[src/rtl/bt656_rx.sv]
// ---------------------------------------------------------------------------
// bt656_rx -- ITU-R BT.656 receiver
//
// Hunts the 8-bit decoder byte stream for FF,00,00,XY timing reference codes,
// tracks the F/V/H flags and splits active video (Cb Y0 Cr Y1) into 4:2:2
// pixel pairs. Each pair is tagged with its index within the line, the
// active-line index within the field and the field bit.
//
// Parameters:
//   ACTIVE_PAIRS  maximum pixel pairs accepted per active line (default 360)
//   LINE_W        width of the active-line counter (default 10)
//
// Ports:
//   clk           decoder byte clock; all logic on the rising edge
//   rst_n         asynchronous active-low reset
//   td_data[7:0]  BT.656 byte stream
//   out_y0/out_y1 luma of the even / odd pixel of the pair
//   out_cb/out_cr shared chroma of the pair
//   out_valid     one-cycle strobe when a pair is presented
//   out_x[8:0]    pair index within the line
//   out_line      active-line index within the field
//   out_field     F bit of the current line
//   sof           with out_valid on pair 0 of line 0 of a field
//   sync_lock     set by the first accepted timing code, cleared by reset
//   err_cnt[7:0]  saturating count of rejected timing codes
//   state_dbg[1:0] current receiver state (0 HUNT, 1 BLANK, 2 ACTIVE)
//
// Optional feature: define BT656_PROT_CHECK_EN to validate the XY protection
// bits. Without it every FF,00,00,XY is accepted and err_cnt is tied to 0.
//
// Output handshake: out_valid is a single-cycle strobe with no back-pressure.
// All out_* fields are registered and are meaningful in the cycle out_valid
// is high; the data fields hold their last value between strobes. The sink
// must accept a pair in every cycle out_valid is high.
// ---------------------------------------------------------------------------
module bt656_rx #(
  parameter int ACTIVE_PAIRS = 360,
  parameter int LINE_W       = 10
) (
  input  logic              clk,
  input  logic              rst_n,
  input  logic [7:0]        td_data,
  output logic [7:0]        out_y0,
  output logic [7:0]        out_y1,
  output logic [7:0]        out_cb,
  output logic [7:0]        out_cr,
  output logic              out_valid,
  output logic [8:0]        out_x,
  output logic [LINE_W-1:0] out_line,
  output logic              out_field,
  output logic              sof,
  output logic              sync_lock,
  output logic [7:0]        err_cnt,
  output logic [1:0]        state_dbg
);

  typedef enum logic [1:0] {
    S_HUNT   = 2'd0,
    S_BLANK  = 2'd1,
    S_ACTIVE = 2'd2
  } state_t;

  localparam logic [8:0] MAX_X = 9'(ACTIVE_PAIRS);

  state_t      state_q, state_d;

  // Byte history: hist2_q is the oldest of the last three bytes.
  logic [7:0]  hist2_q, hist1_q, hist0_q;

  logic [1:0]  phase_q;        // 0 Cb, 1 Y0, 2 Cr, 3 Y1
  logic [8:0]  x_cnt_q;        // index of the next pair in the line
  logic [7:0]  cb_q, y0_q, cr_q;
  logic        last_sav_v_q;   // V bit of the most recent accepted SAV

  logic        is_xy;          // current byte sits in the XY slot
  logic        pre_done;       // current byte completes FF,00,00
  logic        pre_open;       // current byte may be the start of a preamble
  logic        code_ok;
  logic        code_valid;
  logic        code_bad;
  logic        xy_f, xy_v, xy_h;
  logic        is_sav;
  logic        capture;
  logic        emit;

  // -------------------------------------------------------------------------
  // Timing reference decode
  // -------------------------------------------------------------------------
  assign is_xy    = (hist2_q == 8'hFF) && (hist1_q == 8'h00) && (hist0_q == 8'h00);
  assign pre_done = (hist1_q == 8'hFF) && (hist0_q == 8'h00) && (td_data == 8'h00);

  // 00 and FF are reserved in legal video. A Y1 byte of FF, or a 00 right
  // after an FF, is the head of a timing preamble rather than pixel data, so
  // the pair it would close is withheld instead of presenting preamble bytes.
  assign pre_open = (td_data == 8'hFF) || ((hist0_q == 8'hFF) && (td_data == 8'h00));

  assign xy_f = td_data[6];
  assign xy_v = td_data[5];
  assign xy_h = td_data[4];

`ifdef BT656_PROT_CHECK_EN
  assign code_ok = td_data[7]
                && (td_data[3] == (xy_v ^ xy_h))
                && (td_data[2] == (xy_f ^ xy_h))
                && (td_data[1] == (xy_f ^ xy_v))
                && (td_data[0] == (xy_f ^ xy_v ^ xy_h));
`else
  assign code_ok = 1'b1;
`endif

  assign code_valid = is_xy && code_ok;
  assign code_bad   = is_xy && !code_ok;
  assign is_sav     = code_valid && !xy_h;

  // -------------------------------------------------------------------------
  // Receiver state machine
  // -------------------------------------------------------------------------
  always_ff @(posedge clk or negedge rst_n) begin
    if (!rst_n) begin
      state_q <= S_HUNT;
    end else begin
      state_q <= state_d;
    end
  end

  always_comb begin
    state_d = state_q;
    if (code_bad) begin
      state_d = S_HUNT;
    end else if (code_valid) begin
      if (xy_h || xy_v) begin
        state_d = S_BLANK;
      end else begin
        state_d = S_ACTIVE;
      end
    end
  end

  assign state_dbg = state_q;

  // A byte is pixel data only in ACTIVE and only if it is neither the XY
  // code itself nor the byte that completes a preamble (which aborts the
  // partial pair).
  assign capture = (state_q == S_ACTIVE) && !is_xy && !pre_done;
  assign emit    = capture && (phase_q == 2'd3) && !pre_open && (x_cnt_q != MAX_X);

  // -------------------------------------------------------------------------
  // Byte history
  // -------------------------------------------------------------------------
  always_ff @(posedge clk or negedge rst_n) begin
    if (!rst_n) begin
      hist2_q <= 8'h00;
      hist1_q <= 8'h00;
      hist0_q <= 8'h00;
    end else begin
      hist2_q <= hist1_q;
      hist1_q <= hist0_q;
      hist0_q <= td_data;
    end
  end

  // -------------------------------------------------------------------------
  // Phase counter and chroma/luma staging
  // -------------------------------------------------------------------------
  always_ff @(posedge clk or negedge rst_n) begin
    if (!rst_n) begin
      phase_q <= 2'd0;
      cb_q    <= 8'h00;
      y0_q    <= 8'h00;
      cr_q    <= 8'h00;
    end else if (!capture) begin
      // Any non-pixel byte (code, aborting preamble byte, blanking) puts the
      // next pixel byte back on Cb.
      phase_q <= 2'd0;
    end else begin
      phase_q <= phase_q + 2'd1;
      unique case (phase_q)
        2'd0:    cb_q <= td_data;
        2'd1:    y0_q <= td_data;
        2'd2:    cr_q <= td_data;
        default: ;
      endcase
    end
  end

  // -------------------------------------------------------------------------
  // Pair output, pair/line counters and field tracking
  // -------------------------------------------------------------------------
  always_ff @(posedge clk or negedge rst_n) begin
    if (!rst_n) begin
      out_y0       <= 8'h00;
      out_y1       <= 8'h00;
      out_cb       <= 8'h00;
      out_cr       <= 8'h00;
      out_valid    <= 1'b0;
      out_x        <= 9'd0;
      out_line     <= '0;
      out_field    <= 1'b0;
      sof          <= 1'b0;
      x_cnt_q      <= 9'd0;
      // Reset behaves like the end of a vertical-blanking line so the first
      // active line after reset is numbered 0.
      last_sav_v_q <= 1'b1;
    end else begin
      out_valid <= emit;
      sof       <= emit && (out_line == '0) && (x_cnt_q == 9'd0);

      if (is_sav) begin
        out_field    <= xy_f;
        last_sav_v_q <= xy_v;
        out_x        <= 9'd0;
        x_cnt_q      <= 9'd0;
        if (!xy_v) begin
          // Restart numbering on the first active line of a field: after a
          // blanking line or when F flips; otherwise count up.
          if (last_sav_v_q || (xy_f != out_field)) begin
            out_line <= '0;
          end else begin
            out_line <= out_line + LINE_W'(1);
          end
        end
      end else if (emit) begin
        out_cb  <= cb_q;
        out_y0  <= y0_q;
        out_cr  <= cr_q;
        out_y1  <= td_data;
        out_x   <= x_cnt_q;
        x_cnt_q <= x_cnt_q + 9'd1;
      end
    end
  end

  // -------------------------------------------------------------------------
  // Lock and error tracking
  // -------------------------------------------------------------------------
  always_ff @(posedge clk or negedge rst_n) begin
    if (!rst_n) begin
      sync_lock <= 1'b0;
    end else if (code_valid) begin
      sync_lock <= 1'b1;
    end
  end

`ifdef BT656_PROT_CHECK_EN
  always_ff @(posedge clk or negedge rst_n) begin
    if (!rst_n) begin
      err_cnt <= 8'h00;
    end else if (code_bad && (err_cnt != 8'hFF)) begin
      err_cnt <= err_cnt + 8'h01;
    end
  end
`else
  assign err_cnt = 8'h00;
`endif

endmodule

[config.mk]
export PLATFORM = sky130hd
export DESIGN_NAME = bt656_rx
export DESIGN_NICKNAME = d
export VERILOG_FILES = /design/src/rtl/bt656_rx.sv
export SDC_FILE = /design/constraint.sdc
export NUM_CORES = 1
export LEC_CHECK = 0
export ABC_AREA = 0
export CAP_MARGIN = 20
export CELL_PAD_IN_SITES_DETAIL_PLACEMENT = 1
export CELL_PAD_IN_SITES_GLOBAL_PLACEMENT = 2
export CORE_MARGIN = 5
export CORE_UTILIZATION = 39
export CTS_CLUSTER_DIAMETER = 50
export DETAILED_ROUTE_END_ITERATION = 7
export GPL_ROUTABILITY_DRIVEN = 0
export PLACE_DENSITY = 0.93
export SETUP_SLACK_MARGIN = 0.1
export SLEW_MARGIN = 30
export SYNTH_ARGS = -nofsm -noshare
export SYNTH_HDL_FRONTEND = slang
export SYNTH_SLANG_ARGS = --single-unit
[constraint.sdc]
create_clock -name clk -period 4.7 [get_ports clk]
set_input_delay 0.94 -clock clk [delete_from_list [all_inputs] [get_ports clk]]
set_output_delay 0.94 -clock clk [all_outputs]
set_load 0.01 [all_outputs]
==> reports/qor.yml, run 1 <==
run_status: "finished, final reports clean"
final_common_cell: "dfrtp_1"
cts.sinks: 117
die_w_um: 121
clock_skew_ps: 7.45
die_area_um2: 14700
final_cell_mix: "116 x dfrtp_1, 65 x clkdlybuf4s50_1, 58 x mux2_2, 23 x nand2_1"
setup-tns-final_ps: 0
path_buf_inv: 2
r2r_slack_ps: 1930
syn_area_um2: 4830
worstSetupEndpointType: "register"
rsz0062_at_grt: "false"
async_reset_ff_frac: 1.00
io_buffers: 66
finalCritPeriodShare: 0.763
cts-resized-gates: 0
first_global_vias: 3621
synth.mux.area_fraction: 0.137
power_frac_comb: 0.026
syn_inst: 371
drt_first_pass_iters: 4
critPathLaunchType: "primary input"
slowest_delay_ps: 610
p_sw_w: 0.000497
crit_start: "td_data[5]"
worstMarginPinSlew_ps: 941
yosysTopAreaCell: "dfrtp_1"
cts_tree: "yes"
root_buffer: "clkbuf_16"
synth-compound-area-share: 0.0513
n_antenna_cell: 0
drc_errors: 0
relSlewSlack: 0.371
synth_top_family_by_area: "simple AND/OR/NAND/NOR gates"
synthToLayoutAreaGrowth_pct: 27.9
ir_worst_vdd_v: 0.000219
maxCapViolCount: 0
switching_share: 0.220
crit_chain: "clkdlybuf4s50_1 > or4_1 > nor4_1 > and4bb_2 > nand2_2 > buf_4 > mux2_2"
grt_max_degree: 46
viasPerCell: 5.19
dpl_cell_area_um2: 5640
hold_buffers: 0
die_h_um: 121
yosys.cell_types.count: 48
clk_latency_ps: 410
syn_area_per_cell_um2: 13.0
yosysTopAreaCellShare: 0.601
hold_path.class: "register to register"
crit_path_top_delay_cell: "clkdlybuf4s50_1"
r2r-end: "out_cb[0]"
yosysSeqAreaShare: 0.606
cp.required_ps: 4990
synthAdderAreaFrac: 0.0207
cp.arrival_ps: 3880
clockPowerShare: 0.517
leakagePower_nw: 2.83
grt_pass1_wl_um: 20200
overflow: 0
cts_setup_buffers: 0
cp_top_family: "simple AND/OR/NAND/NOR gates"
core_area_um2: 12100
ys_ff_latch: 117
crit_path_end: "out_cb[0]"
clk_pin_slew_worst_paths_ps: 50
start_util: 0.401
regToRegStartpoint: "x_cnt_q[0]"
antenna_found_initial: 0
finalNetCount: 469
final_area_um2: 6180
cp_max_fo: 30
synthTopCellsByArea: "dfrtp_1 60%, mux2_2 14%, ha_1 2.1%"
grt_usage: 0.179
pwr_density_cell_nw_per_um2: 365
rr_worst_depth: 8
fmax_mhz: 279
synth_xor_area_frac: 0.00725
final_util: 0.513
synth_edf_count: 0
wl_um: 12200
synth_simple_gate_area_frac: 0.138
htreeDepth: 4
seqPwrFrac: 0.457
hold_viol_final: 0
rows: 40
maxSlewViolCount: 0
cp.depth: 7
finalCriticalPeriod_ps: 3590
drt_iter0_markers: 162
numCtsBuffers: 17
ys.flop_type: "dfrtp_1"
wl_per_cell_um: 19.4
antenna_left: 0
setup_viol: 0
cts_buffer_depth: 2
worst-setup-path-type: "primary input to register"
p_int_w: 0.00176
place_hpwl_um: 8200
num_vias: 3274
yosysWarnings: 0
io_pins: 75
drive_gt1_frac: 0.229
## flip-flops by register name (all words and copies together), names as in the netlist
signal and count:
out_field 1, cr_q 8, out_line 10, out_x 9, out_y1 8, out_cb 8
out_valid 1, last_sav_v_q 1, x_cnt_q 9, out_cr 8, hist1_q 8, sync_lock 1
hist2_q 8, phase_q 2, y0_q 8, out_y0 8, hist0_q 8, sof 1
cb_q 8, state_dbg 2
## cells by family (layout without fill, tap and decap cells)
group           Yosys count  count (layout)
xor+xnor                  4               4
compound gates           40              40
buf+inv                  32             117
mux                      59              59
other cells               1               8
flops                   117             117
fa+ha+maj                 8               8
simple gates            110             110
## power groups by stage
stage | logic [W] | clock network (W) | registers, W
2_1_floorplan | 0.0000163 | 0 | 0.00105
3_3_place_gp | 0.0000573 | 0 | 0.00105
3_5_place_dp | 0.0000594 | 0 | 0.00105
4_1_cts | 0.0000603 | 0.00119 | 0.00103
5_1_grt | 0.0000657 | 0.00124 | 0.00103
6_report | 0.0000582 | 0.00117 | 0.00103
## worst register-to-register path, delay by kind of cell (launching register included)
| kind | cells | cell delay (ps) |
|---|---|---|
| flip-flops | 1 | 420 |
| adder cells (fa/ha/maj) | 1 | 130 |
| multiplexers | 1 | 410 |
| buffers and inverters | 2 | 460 |
| AND/OR/NAND/NOR | 4 | 1240 |
## synth_stat cells (2+ instances only)
library cell  instances
dfrtp_1             116
mux2_2               58
nand2_1              23
nand3_1              17
nand4_1              16
o21ai_0              12
inv_1                11
o21ai_1               9
buf_4                 8
ha_1                  8
nor2_1                8
and2_1                6
nor4_1                6
and3_1                5
buf_6                 5
clkbuf_1              5
or3_1                 5
or4_1                 5
a21oi_1               4
a21o_1                3
nand3_4               3
a211oi_1              2
a21boi_0              2
a221o_1               2
and4_1                2
nand2b_1              2
nor4b_1               2
nor4bb_1              2
o211ai_1              2
o31ai_1               2
xnor2_1               2
xor2_1                2
## layer usage
| layer | track usage | vias up | routed length [µm] |
|---|---|---|---|
| met2 | 0.294 | 90 | 6020 |
| li1 | - | 1477 | - |
| met3 | 0.0564 | 17 | 638 |
| met4 | 0.0672 | 0 | 233 |
| met1 | 0.220 | 1690 | 5320 |
| met5 | 0 | - | 0 |
## how the worst min path moves through the flow
stage               start          to  slack (ps)  depth (start not counted)
2_1_floorplan  hist1_q[2]  hist2_q[2]         370                          0
6_report       hist1_q[2]  hist2_q[2]         400                          0
3_5_place_dp   hist1_q[0]  hist2_q[0]         390                          0
5_1_grt        hist1_q[2]  hist2_q[2]         400                          0
3_3_place_gp   hist1_q[2]  hist2_q[2]         380                          0
4_1_cts        hist1_q[2]  hist2_q[2]         400                          0
## final cells by class
| type | count | area [µm²] |
|---|---|---|
| fill | 1233 | 5880 |
| clock buffer | 23 | 488 |
| tap | 168 | 210 |
| inverter | 12 | 45.0 |
| timing repair buffer | 74 | 718 |
| sequential | 117 | 2930 |
| clock inverter | 8 | 51.3 |
| multi-input combinational | 229 | 1740 |
## per-stage QoR
step	setup WS (ps)	instances	total power, W	hold slack, ps
2_1_floorplan	1720	378	0.00106	367
3_3_place_gp	810	600	0.00110	381
3_5_place_dp	730	600	0.00111	390
4_1_cts	1110	631	0.00228	398
5_1_grt	1020	631	0.00233	399
6_report	1110	631	0.00226	404
(Power assumes the default switching activity.)
==> run 2: changes to the inputs <==
--- a/config.mk
+++ b/config.mk
@@ -10,11 +10,11 @@
 export CELL_PAD_IN_SITES_DETAIL_PLACEMENT = 1
 export CELL_PAD_IN_SITES_GLOBAL_PLACEMENT = 2
 export CORE_MARGIN = 5
-export CORE_UTILIZATION = 39
+export CORE_UTILIZATION = 36
 export CTS_CLUSTER_DIAMETER = 50
 export DETAILED_ROUTE_END_ITERATION = 7
 export GPL_ROUTABILITY_DRIVEN = 0
-export PLACE_DENSITY = 0.93
+export PLACE_DENSITY = 0.87
 export SETUP_SLACK_MARGIN = 0.1
 export SLEW_MARGIN = 30
 export SYNTH_ARGS = -nofsm -noshare
==> constraint.sdc (replaced) <==
create_clock -name clk -period 3.4 [get_ports clk]
set_input_delay 0.68 -clock clk [delete_from_list [all_inputs] [get_ports clk]]
set_output_delay 0.68 -clock clk [all_outputs]
set_load 0.01 [all_outputs]
==> run 2 against run 1 <==
- first-iteration DRC count up 23%
- hold slack lost 87 ps
- total power rose by 42%
- flip-flop and latch count stayed put
- clock power grew 44%
- count of clock-buffer cells in the layout down 4
- global-route usage shrank 1.3 points
- largest power group unchanged
==> reports/qor.yml, run 2 (same netlist as run 1, synthesis figures left out) <==
drive_gt1_frac: 0.247
cts-resized-gates: 0
seqPwrFrac: 0.444
ff_latch_area_um2: 2930
clockPowerShare: 0.529
final_util: 0.480
setup-tns-final_ps: 0
pre_cts_slack_ps: 5.35
top_register: "out_line"
overflow: 0
grt_usage: 0.166
viasPerCell: 5.16
hold_path.class: "primary input to asynchronous set/reset pin"
ir_worst_vdd_v: 0.000282
drt_first_pass_iters: 4
critPathLaunchType: "primary input"
worstMarginPinSlew_ps: 716
p_sw_w: 0.000734
regToRegStartpoint: "x_cnt_q[1]"
first_global_vias: 3684
worstSetupEndpointType: "register"
drt_iter0_markers: 200
leakagePower_nw: 2.91
finalCriticalPeriod_ps: 2970
clk_pin_slew_worst_paths_ps: 60
p_int_w: 0.00247
htreeDepth: 4
crit_start: "td_data[0]"
setup_viol: 0
largest_reg_flops: 10
cts_buffer_depth: 2
power_frac_comb: 0.027
root_buffer: "clkbuf_16"
rr_worst_depth: 8
maxCapViolCount: 0
cp.required_ps: 3690
n_antenna_cell: 0
drc_errors: 0
rsz0062_at_grt: "false"
io_pins: 75
pwr_density_cell_nw_per_um2: 507
final_cell_mix: "116 x dfrtp_1, 65 x clkdlybuf4s50_1, 58 x mux2_2, 23 x nand2_1"
num_vias: 3348
final_common_cell: "dfrtp_1"
die_area_um2: 15800
hold_buffers: 0
maxSlewViolCount: 0
start_util: 0.366
run_status: "finished, final reports clean"
antenna_left: 0
relSlewSlack: 0.523
dpl_cell_area_um2: 5760
synthToLayoutAreaGrowth_pct: 30.9
worst-setup-path-type: "primary input to register"
wl_per_cell_um: 19.1
grt_pass1_wl_um: 20200
numCtsBuffers: 17
core_area_um2: 13200
die_h_um: 126
cts.sinks: 117
wl_um: 12400
die_w_um: 126
fmax_mhz: 337
final_area_um2: 6320
finalCritPeriodShare: 0.872
io_buffers: 66
clk_latency_ps: 420
grt_max_degree: 65
finalNetCount: 478
fillers: 1348
multi_input_comb_area_um2: 1740
cts_tree: "yes"
r2r-end: "out_y0[2]"
switching_share: 0.229
antenna_found_initial: 0
final.setup.worst_slack_ps: 434
cp.arrival_ps: 3260
clock_skew_ps: 8.35
crit_path_end: "out_y0[2]"
cp_max_fo: 20
reg_top3: "out_line x10, out_x x9, x_cnt_q x9"
whs_ps: 317
place_hpwl_um: 8300
cts_setup_buffers: 0
r2r_slack_ps: 890
rows: 42
hold_viol_final: 0
==> run 2: power groups by stage <==
stage | Sequential [W] | Clock [W] | Combinational [W]
3_3_place_gp | 0.00145 | 0 | 0.0000870
2_1_floorplan | 0.00145 | 0 | 0.0000226
5_1_grt | 0.00143 | 0.00180 | 0.0000975
6_report | 0.00142 | 0.00169 | 0.0000874
4_1_cts | 0.00142 | 0.00173 | 0.0000902
3_5_place_dp | 0.00145 | 0 | 0.0000895
==> run 2: worst min-delay path by stage <==
stage	start	endpoint	slack, ps
3_5_place_dp	hist0_q[1]	hist1_q[1]	390
5_1_grt	rst_n	out_x[3]	370
4_1_cts	rst_n	out_x[3]	340
3_3_place_gp	hist1_q[2]	hist2_q[2]	380
2_1_floorplan	hist1_q[2]	hist2_q[2]	370
6_report	rst_n	out_x[3]	320
==> run 2: layout make-up <==
class,count,area share
Inverter,12,0.00712
Clock buffer,19,0.0700
Sequential cell,117,0.463
Timing Repair Buffer,83,0.130
Clock inverter,13,0.0194
Tap cell,176,0.0348
Multi-Input combinational cell,229,0.275
==> run 2: per-layer routing <==
layer  part of all wire  global-route usage  vias up
li1                   -                   -     1502
met1               0.42               0.203     1730
met2               0.50               0.273       94
met3              0.058              0.0512       22
met4              0.022              0.0681        0
met5                  0                   0        -
==> run 2: worst max-delay path: stages <==
cell	delay [ps]
clkdlybuf4s50_1	460
or4_1	600
or4_1	580
a21o_1	240
nand2_2	150
buf_12	190
mux2_2	360
==> run 2: metrics by stage <==
step | instances | total power, W
after floorplan | 378 | 0.00147
after global placement | 617 | 0.00153
after detailed placement | 617 | 0.00154
after CTS | 649 | 0.00325
after global routing | 649 | 0.00332
final | 649 | 0.00321
==> run 3: changes to the inputs <==
--- a/config.mk
+++ b/config.mk
@@ -20,3 +20,4 @@
 export SYNTH_ARGS = -nofsm -noshare
 export SYNTH_HDL_FRONTEND = slang
 export SYNTH_SLANG_ARGS = --single-unit
+export TNS_END_PERCENT = 30
==> results of run 3 <==
The final DEF is identical to that of run 2; final timing and power are the same.
